<file path="src/rtl/dlx_pipe_pkg.sv">
// Shared types and defaults for the DLX pipeline sequencing controller.
package dlx_pipe_pkg;

   localparam int REG_IDX_W        = 5;
   localparam int DEF_DRAIN_CYCLES = 3;
   localparam int DEF_MEM_TIMEOUT  = 255;

   typedef enum logic [1:0] {
      ST_RUN      = 2'd0,
      ST_MEM_WAIT = 2'd1,
      ST_DRAIN    = 2'd2,
      ST_HALTED   = 2'd3
   } pipe_state_t;

   // One bundle of latch controls so the strobe mux can pick whole patterns.
   typedef struct packed {
      logic pc_en;
      logic if_id_en;
      logic id_ex_en;
      logic ex_mem_en;
      logic mem_wb_en;
      logic if_id_flush;
      logic id_ex_flush;
   } strobe_t;

   localparam strobe_t STRB_FREEZE = 7'b00000_00;
   localparam strobe_t STRB_RESET  = 7'b00000_11;
   localparam strobe_t STRB_RUN    = 7'b11111_00;
   localparam strobe_t STRB_BRANCH = 7'b11111_10;
   // Hold PC/IF_ID, push a bubble into ID_EX, let older work drain.
   localparam strobe_t STRB_BUBBLE = 7'b00111_01;

endpackage

</file>
<file path="src/rtl/hazard_detect.sv">
// Load-use hazard: the load in EX writes a register the ID instruction reads.
module hazard_detect
   import dlx_pipe_pkg::*;
(
   input  logic [REG_IDX_W-1:0] id_rs,
   input  logic [REG_IDX_W-1:0] id_rt,
   input  logic                 id_uses_rt,
   input  logic                 ex_mem_read,
   input  logic [REG_IDX_W-1:0] ex_rw,
   output logic                 load_use
);

   // r0 is hardwired zero, so a load targeting it never creates a dependence.
   assign load_use = ex_mem_read && (ex_rw != '0) &&
                     ((ex_rw == id_rs) || (id_uses_rt && (ex_rw == id_rt)));

endmodule

</file>
<file path="src/rtl/pipeline_ctrl.sv">
// Pipeline sequencing controller: latch enables/flushes for PC and the four
// pipeline latches, covering load-use stalls, branch flushes, memory waits
// and the halt/drain sequence.
module pipeline_ctrl
   import dlx_pipe_pkg::*;
#(
   parameter int DRAIN_CYCLES = DEF_DRAIN_CYCLES,
   parameter int MEM_TIMEOUT  = DEF_MEM_TIMEOUT
) (
   input  logic                 clk,
   input  logic                 reset,
   input  logic [REG_IDX_W-1:0] id_rs,
   input  logic [REG_IDX_W-1:0] id_rt,
   input  logic                 id_uses_rt,
   input  logic                 ex_mem_read,
   input  logic [REG_IDX_W-1:0] ex_rw,
   input  logic                 branch_taken,
   input  logic                 halt_req,
   input  logic                 mem_req,
   input  logic                 mem_ready,
   output logic                 pc_en,
   output logic                 if_id_en,
   output logic                 id_ex_en,
   output logic                 ex_mem_en,
   output logic                 mem_wb_en,
   output logic                 if_id_flush,
   output logic                 id_ex_flush,
   output logic                 halted,
   output logic                 mem_timeout,
   output logic [15:0]          stall_count
);

   localparam int DW = (DRAIN_CYCLES > 1) ? $clog2(DRAIN_CYCLES) : 1;
   localparam int WW = (MEM_TIMEOUT > 0) ? $clog2(MEM_TIMEOUT + 1) : 1;
   localparam logic [DW-1:0] DRAIN_LOAD = DW'(DRAIN_CYCLES - 1);
   localparam logic [WW-1:0] TMO_LIMIT  = WW'(MEM_TIMEOUT);

   pipe_state_t   state, state_nxt;
   logic [DW-1:0] drain_cnt, drain_nxt;
   logic [WW-1:0] wait_cnt, wait_nxt;
   logic          tmo_set;
   logic          load_use;
   logic          mem_stall;
   strobe_t       strb;

   hazard_detect u_hazard (
      .id_rs       (id_rs),
      .id_rt       (id_rt),
      .id_uses_rt  (id_uses_rt),
      .ex_mem_read (ex_mem_read),
      .ex_rw       (ex_rw),
      .load_use    (load_use)
   );

   assign mem_stall = mem_req && !mem_ready;

   // Strobe mux and next-state/counter logic; reset overrides the strobes.
   always_comb begin
      strb      = STRB_FREEZE;
      state_nxt = state;
      drain_nxt = drain_cnt;
      wait_nxt  = wait_cnt;
      tmo_set   = 1'b0;
      case (state)
         ST_RUN: begin
            if (mem_stall) begin
               state_nxt = ST_MEM_WAIT;
            end else if (load_use) begin
               strb = STRB_BUBBLE;
            end else if (halt_req) begin
               strb      = STRB_BUBBLE;
               drain_nxt = DRAIN_LOAD;
               state_nxt = ST_DRAIN;
            end else if (branch_taken) begin
               strb = STRB_BRANCH;
            end else begin
               strb = STRB_RUN;
            end
         end
         ST_MEM_WAIT: begin
            if (mem_ready) begin
               strb      = STRB_RUN;
               wait_nxt  = '0;
               state_nxt = ST_RUN;
            end else begin
               if (wait_cnt != '1) wait_nxt = wait_cnt + 1'b1;
               if (wait_nxt >= TMO_LIMIT) tmo_set = 1'b1;
            end
         end
         ST_DRAIN: begin
            // A memory wait freezes everything and holds the drain count.
            if (!mem_stall) begin
               strb = STRB_BUBBLE;
               if (drain_cnt == '0) state_nxt = ST_HALTED;
               else                 drain_nxt = drain_cnt - 1'b1;
            end
         end
         ST_HALTED: ;
         default: ;
      endcase
      if (reset) strb = STRB_RESET;
   end

   assign pc_en       = strb.pc_en;
   assign if_id_en    = strb.if_id_en;
   assign id_ex_en    = strb.id_ex_en;
   assign ex_mem_en   = strb.ex_mem_en;
   assign mem_wb_en   = strb.mem_wb_en;
   assign if_id_flush = strb.if_id_flush;
   assign id_ex_flush = strb.id_ex_flush;

   // Registered state, counters and status flags.
   always_ff @(posedge clk) begin
      if (reset) begin
         state       <= ST_RUN;
         drain_cnt   <= '0;
         wait_cnt    <= '0;
         halted      <= 1'b0;
         mem_timeout <= 1'b0;
         stall_count <= '0;
      end else begin
         state       <= state_nxt;
         drain_cnt   <= drain_nxt;
         wait_cnt    <= wait_nxt;
         halted      <= (state_nxt == ST_HALTED);
         mem_timeout <= mem_timeout | tmo_set;
         if (state != ST_HALTED && !strb.pc_en && stall_count != 16'hFFFF)
            stall_count <= stall_count + 16'd1;
      end
   end

endmodule

</file>
<file path="config.mk">
export PLATFORM = sky130hd
export DESIGN_NAME = pipeline_ctrl
export DESIGN_NICKNAME = d
export VERILOG_FILES = /design/src/rtl/dlx_pipe_pkg.sv /design/src/rtl/hazard_detect.sv /design/src/rtl/pipeline_ctrl.sv
export SDC_FILE = /design/constraint.sdc
export NUM_CORES = 1
export LEC_CHECK = 0
export CAP_MARGIN = 20
export CORE_MARGIN = 1
export CORE_UTILIZATION = 35
export DETAILED_ROUTE_END_ITERATION = 8
export GPL_TIMING_DRIVEN = 1
export PLACE_DENSITY = 0.68
export SETUP_SLACK_MARGIN = 0.15
export SKIP_CTS_REPAIR_TIMING = 1
export SYNTH_ARGS = -nofsm -noshare
export SYNTH_HDL_FRONTEND = slang
export SYNTH_SLANG_ARGS = --single-unit
export TNS_END_PERCENT = 30
</file>
<file path="constraint.sdc">
create_clock -name clk -period 7.97 [get_ports clk]
set_clock_uncertainty 0.2 [all_clocks]
set_input_delay 2.391 -clock clk [delete_from_list [all_inputs] [get_ports clk]]
set_output_delay 2.391 -clock clk [all_outputs]
set_load 0.01 [all_outputs]
</file>
* Word level (Yosys, flattened, before mapping)
Index checks and enable logic that the tools add are counted.
** Operators by class
- Reduce and logical (&&, ||, !) cells :: 14
- Bitwise logic cells :: 1
- Add/sub/neg operators :: 3
- Equality and inequality tests :: 13
- Magnitude comparators :: 1
- Multiplexer cells :: 28
** Operators by type and width (number)
- $mux 7 :: 5
- $mux 8 :: 4
- $mux 2 :: 12
- $pmux 7 s3 :: 1
- $add 16x1->16 const B :: 1
- $ne 16x16->1 const B :: 1
- $ne 2x2->1 const B :: 6
- $eq 5x5->1 :: 2
- $add 8x1->8 const B :: 1
- $ge 8x8->1 const B :: 1
- $ne 8x8->1 const B :: 1
- $logic_and 1x1->1 :: 6
- $pmux 2 s3 :: 1
- $reduce_and 6->1 :: 1
- $mux 5 :: 1
- $reduce_bool 5->1 :: 1
- $eq 2x2->1 const B :: 2
- $logic_not 2->1 :: 2
- $pmux 2 s2 :: 1
- $mux 1 :: 3
- $eq 2x1->1 const B :: 1
- $logic_not 1->1 :: 2
- $reduce_bool 2->1 :: 1
- $sub 2x1->2 const B :: 1
- 2 further kinds :: 2
** Word-level totals
- Logic and storage cells :: 66
- Bits in registers :: 30
- Output and inout port bits :: 25
- Input port bits :: 23

* Logic depth before layout (Yosys ltp)
- Word-level depth :: 11
- Gate-level depth with buffers :: 8

* Cells and area by module
Synthesis repeated with hierarchy kept, for this count alone.
** Unflattened totals
- Cell total of the unflattened synthesis :: 224
- Area total of the unflattened synthesis :: 1843.0 um^2
** Modules (own cells, without submodules)
- pipeline_ctrl :: cells each 207, area an instance 1710.4 um^2, instances 1, sequential area each 600.6 um^2
- hazard_detect :: cells each 17, area an instance 132.6 um^2, instances 1, sequential area each 0.0 um^2

* Worst setup path before layout
No wires, ideal clock.
- Kind :: input to output
- Start :: input port ex_rw[0]
- End :: output port pc_en
- Path slack :: 1446 ps
- Path buffers :: 1
- Cell stages on the path :: 6
- Data arrival time :: 3933 ps
- Cells stage by stage :: or4_1 o21ai_2 o21a_1 a22oi_1 nor3_1 buf_4
** On the way
- Longest elaborated chain between the ends :: 8
- Elaborated cells on any way between the ends :: 11
- Those cells by class :: eq/ne (2); mux (4); reduce/logical (5)
** RTL lines
- start: declaration :: line pipeline_ctrl.sv:16 : input logic [REG_IDX_W-1:0] ex_rw,
- $eq 5x5->1 :: line hazard_detect.sv:15 : ((ex_rw == id_rs) || (id_uses_rt && (ex_rw == id_rt)));
- $logic_and 1x1->1 :: line hazard_detect.sv:15
- $logic_or 1x1->1 :: line hazard_detect.sv:15
- $logic_and 1x1->1 (*) :: line hazard_detect.sv:14 : assign load_use = ex_mem_read && (ex_rw != '0) &&
- $mux 7 (*) :: line pipeline_ctrl.sv:68 : end else if (load_use) begin
- $mux 7 (*) :: line pipeline_ctrl.sv:66 : if (mem_stall) begin
- $pmux 7 s3 (*) :: line pipeline_ctrl.sv:64 : case (state)
- $mux 7 (*) :: line pipeline_ctrl.sv:101 : if (reset) strb = STRB_RESET;
- end: declaration :: line pipeline_ctrl.sv:21 : output logic pc_en,
Mark *: on every way between the ends. The rest lies on a longest branch, timed or not.

* Worst setup path in the final report
- Start :: input port ex_rw[0]
- End :: output port if_id_en
** On the way
- Longest elaborated chain between the ends :: 8
- Elaborated cells on any way between the ends :: 11
- Those cells by class :: eq/ne (2); mux (4); reduce/logical (5)
** RTL lines
- $eq 5x5->1 :: line hazard_detect.sv:15
- $logic_and 1x1->1 :: line hazard_detect.sv:15
- $logic_or 1x1->1 :: line hazard_detect.sv:15
- $logic_and 1x1->1 (*) :: line hazard_detect.sv:14
- $mux 7 (*) :: line pipeline_ctrl.sv:68
- $mux 7 (*) :: line pipeline_ctrl.sv:66
- $pmux 7 s3 (*) :: line pipeline_ctrl.sv:64
- $mux 7 (*) :: line pipeline_ctrl.sv:101
- end: declaration :: line pipeline_ctrl.sv:22 : output logic if_id_en,
Marks and branches as above.

==> qor.txt <==
Max Cap Viol: 0
Sink of the worst hold path: mem_timeout$_SDFF_PP0_
Total negative slack: 0 ns
Min cycle time layout: 7.44 ns
WL/cell: 13.4 um
Post-synth EDFFs: 0
Max_slew headroom: 64.6%
Worst-path clk slew: 0.07 ns
Final total power: 0.341 mW
Fin. Hold Viols: 0
Register area share after synthesis: 31.2%
Die width: 76.2 um
Tot GR Track Use: 17.1%
DR pass1 iterations: 4
Yosys Warn Count: 0
Critical path fanouts, max: 6
Core area: 5200 sq um
Syn_area_per_cell: 7.95 sq um
Crit path top cell by count: clkdlybuf4s50_1
Min-Delay Path Class: reg2reg
CP max stage cell: clkdlybuf4s50_1
Max rail drop VDD: 0.0622 mV
Worst hold stages: 2
Inserted Diodes: 0
Commonest non-fill, non-tap cell in the layout: clkdlybuf4s50_1
Startpoint types: input port
Post-Synthesis Net Count: 268
Congestion Overflow GR: 0
FF-to-FF Start: stall_count[0]$_SDFFE_PP0P_
Post-detail-place hpwl: 3410 um
Most frequent cells in the layout: clkdlybuf4s50_1 (47), dfxtp_1 (30), nor2_1 (28)
CTS sink cnt: 30
DRC errors left: 0
Final ANT Viol Nets: 0
Critical Path AT: 4.85 ns
Pin count of the biggest net entering global routing: 23
Via count: 1,919
Fin. max-slew vios: 0
Crit path required time: 5.38 ns
Max stage delay on crit path: 0.59 ns
RePlAce Congestion: 0.807
# IOs: 48
H-tree levels: 2
Vias in the first global route: 1,819
Outcome: finished, final reports clean
Ys async rst share: 0%
Ys flop type: dfxtp_1
R2R setup slack: 5.52 ns
Maximum clock rate: 0.134 GHz
Antenna violations before repair: 0
PwrDens: 137 nW/um^2
Crit share post-route: 93.3%
1st-iter DRT viols: 126
Layout cells sized above 1: 7.75%
Num CTS Buffers: 5
Post-Syn Area: 1920 sq um
Netlist cell types: 54
Starting Density: 37.0%
Setup crit end kind: output port
Routed wire length: 4730 um
Syn Inst Count: 242
Synthesized flop and latch total: 30
Setup CP Type: in2out
Finish-stage setup viols: 0
Num rows: 26
CP top delay family: buffers and inverters
Cell Chain, Critical Path: clkdlybuf4s50_1, or4_1, o21ai_2, o21a_1, a22oi_1, nor3_1, clkdlybuf4s50_1
Longest Clk Path Bufs: 2
CTS tree: done
Tightest Pin Transition: 0.530 ns
Reg-to-Reg End: stall_count[6]$_SDFFE_PP0P_
First-pass GRT wire length: 8190 um
Hold Startpoint: mem_timeout$_SDFF_PP0_
Unrepaired setup endpoints after global routing: no
Die area: 5800 sq um
Clk_lat worst skew: 0.28 ns
Leak pwr: 0.836 nW
Number of vias per cell: 5.42
WP buf/inv: 2
Worst-case reg-to-reg path depth: 7
Root buf cell: clkbuf_8
Area grow syn2layout: 29.3%
Die Ht: 76.2 um
Final layout net count: 310
IO Port Bufs: 47
[cell usage after synthesis, types with 2 or more instances]
cell,number,share of area (%)
nor3_1,8,2.1
dfxtp_1,30,31
a22oi_1,2,0.78
xnor2_1,3,1.4
a31o_2,3,1.4
a31oi_1,6,2.0
o21a_1,2,0.78
a211oi_1,4,1.6
and2_1,5,1.6
nor4_1,2,0.65
a21oi_1,22,5.7
nor2b_1,5,1.6
buf_4,5,2.0
clkbuf_1,4,0.78
nand2_1,16,3.1
nand2b_1,4,1.3
and3_1,3,0.98
buf_2,2,0.52
nor2_1,28,5.5
nor4_2,2,1.3
nand4_1,5,1.6
ha_1,3,2.0
xor2_1,10,4.6
a311oi_1,3,1.4
nand3_1,5,1.3
mux2_2,3,1.8
o31ai_1,5,2.0
or4_1,6,2.3
o21ai_0,6,1.6
o21ai_2,2,0.91
inv_1,11,2.1
and4_1,5,2.3
[report_power, final]
part	total [mW]	switching [mW]	internal (mW)
combinational	0.0660	0.0326	0.0334
clock	0.116	0.0557	0.0600
sequential	0.160	0.00536	0.154
total	0.341	0.0936	0.248
[final cells by class]
type,count,area [sq um]
clock buffer,7,76.3
fill,524,2720
inverter,11,41.3
multi-input combinational,187,1200
sequential,30,601
tap,70,87.6
timing repair buffer,49,485
[flip-flops by register name, summed over array words and instances, names as in the netlist]
signal and cells:
stall_count 16, mem_timeout 1, halted 1, state 2, wait_cnt 8, drain_cnt 2
[how the worst max path moves through the flow]
| stage | startpoint | end | cells past startpoint |
|---|---|---|---|
| floorplan | ex_rw[0] | pc_en | 6 |
| global placement | ex_rw[0] | if_id_en | 7 |
| detailed placement | ex_rw[0] | if_id_en | 7 |
| CTS | ex_rw[0] | if_id_en | 7 |
| global route | ex_rw[0] | pc_en | 7 |
| finish | ex_rw[0] | if_id_en | 7 |
[worst register-to-register path, cell delays in order, from the launching register on]
cell and delay, ns:
dfxtp_1 0.36, ha_1 0.25, and4_1 0.25, and4_1 0.21, or4_1 0.41, o21ai_2 0.33, a21oi_1 0.12, a31o_2 0.22
[kinds of logic (layout without fill, tap and decap cells)]
family,Yosys count,in the layout,share of synthesized area (%)
and+or+nand+nor,102,102,28.8
AOI/OAI and AO/OA,66,66,23.8
buffers and inverters,25,67,6.57
xor gates and xnor gates,13,13,5.92
muxes,3,3,1.76
adders and majority gates,3,3,1.95
DFF,30,30,31.2
[stage by stage]
step	setup slack, ns	instances	area (sq um)	hold slack (ns)	util, %
6_report	0.531	354	2490	0.268	47.8
5_1_grt	0.401	354	2490	0.308	47.8
4_1_cts	0.501	354	2490	0.274	47.8
3_5_place_dp	0.514	347	2410	0.259	46.3
3_3_place_gp	0.566	347	2410	0.263	46.3
2_1_floorplan	1.45	242	1920	0.248	-
[routing by layer]
layer	GRT usage (%)	vias up	wire, um
li1	-	970	-
met5	0	-	0
met4	4.62	0	52
met2	27.6	53	2050
met3	4.55	5	290
met1	22.3	891	2330
(Power assumes the default switching activity.)
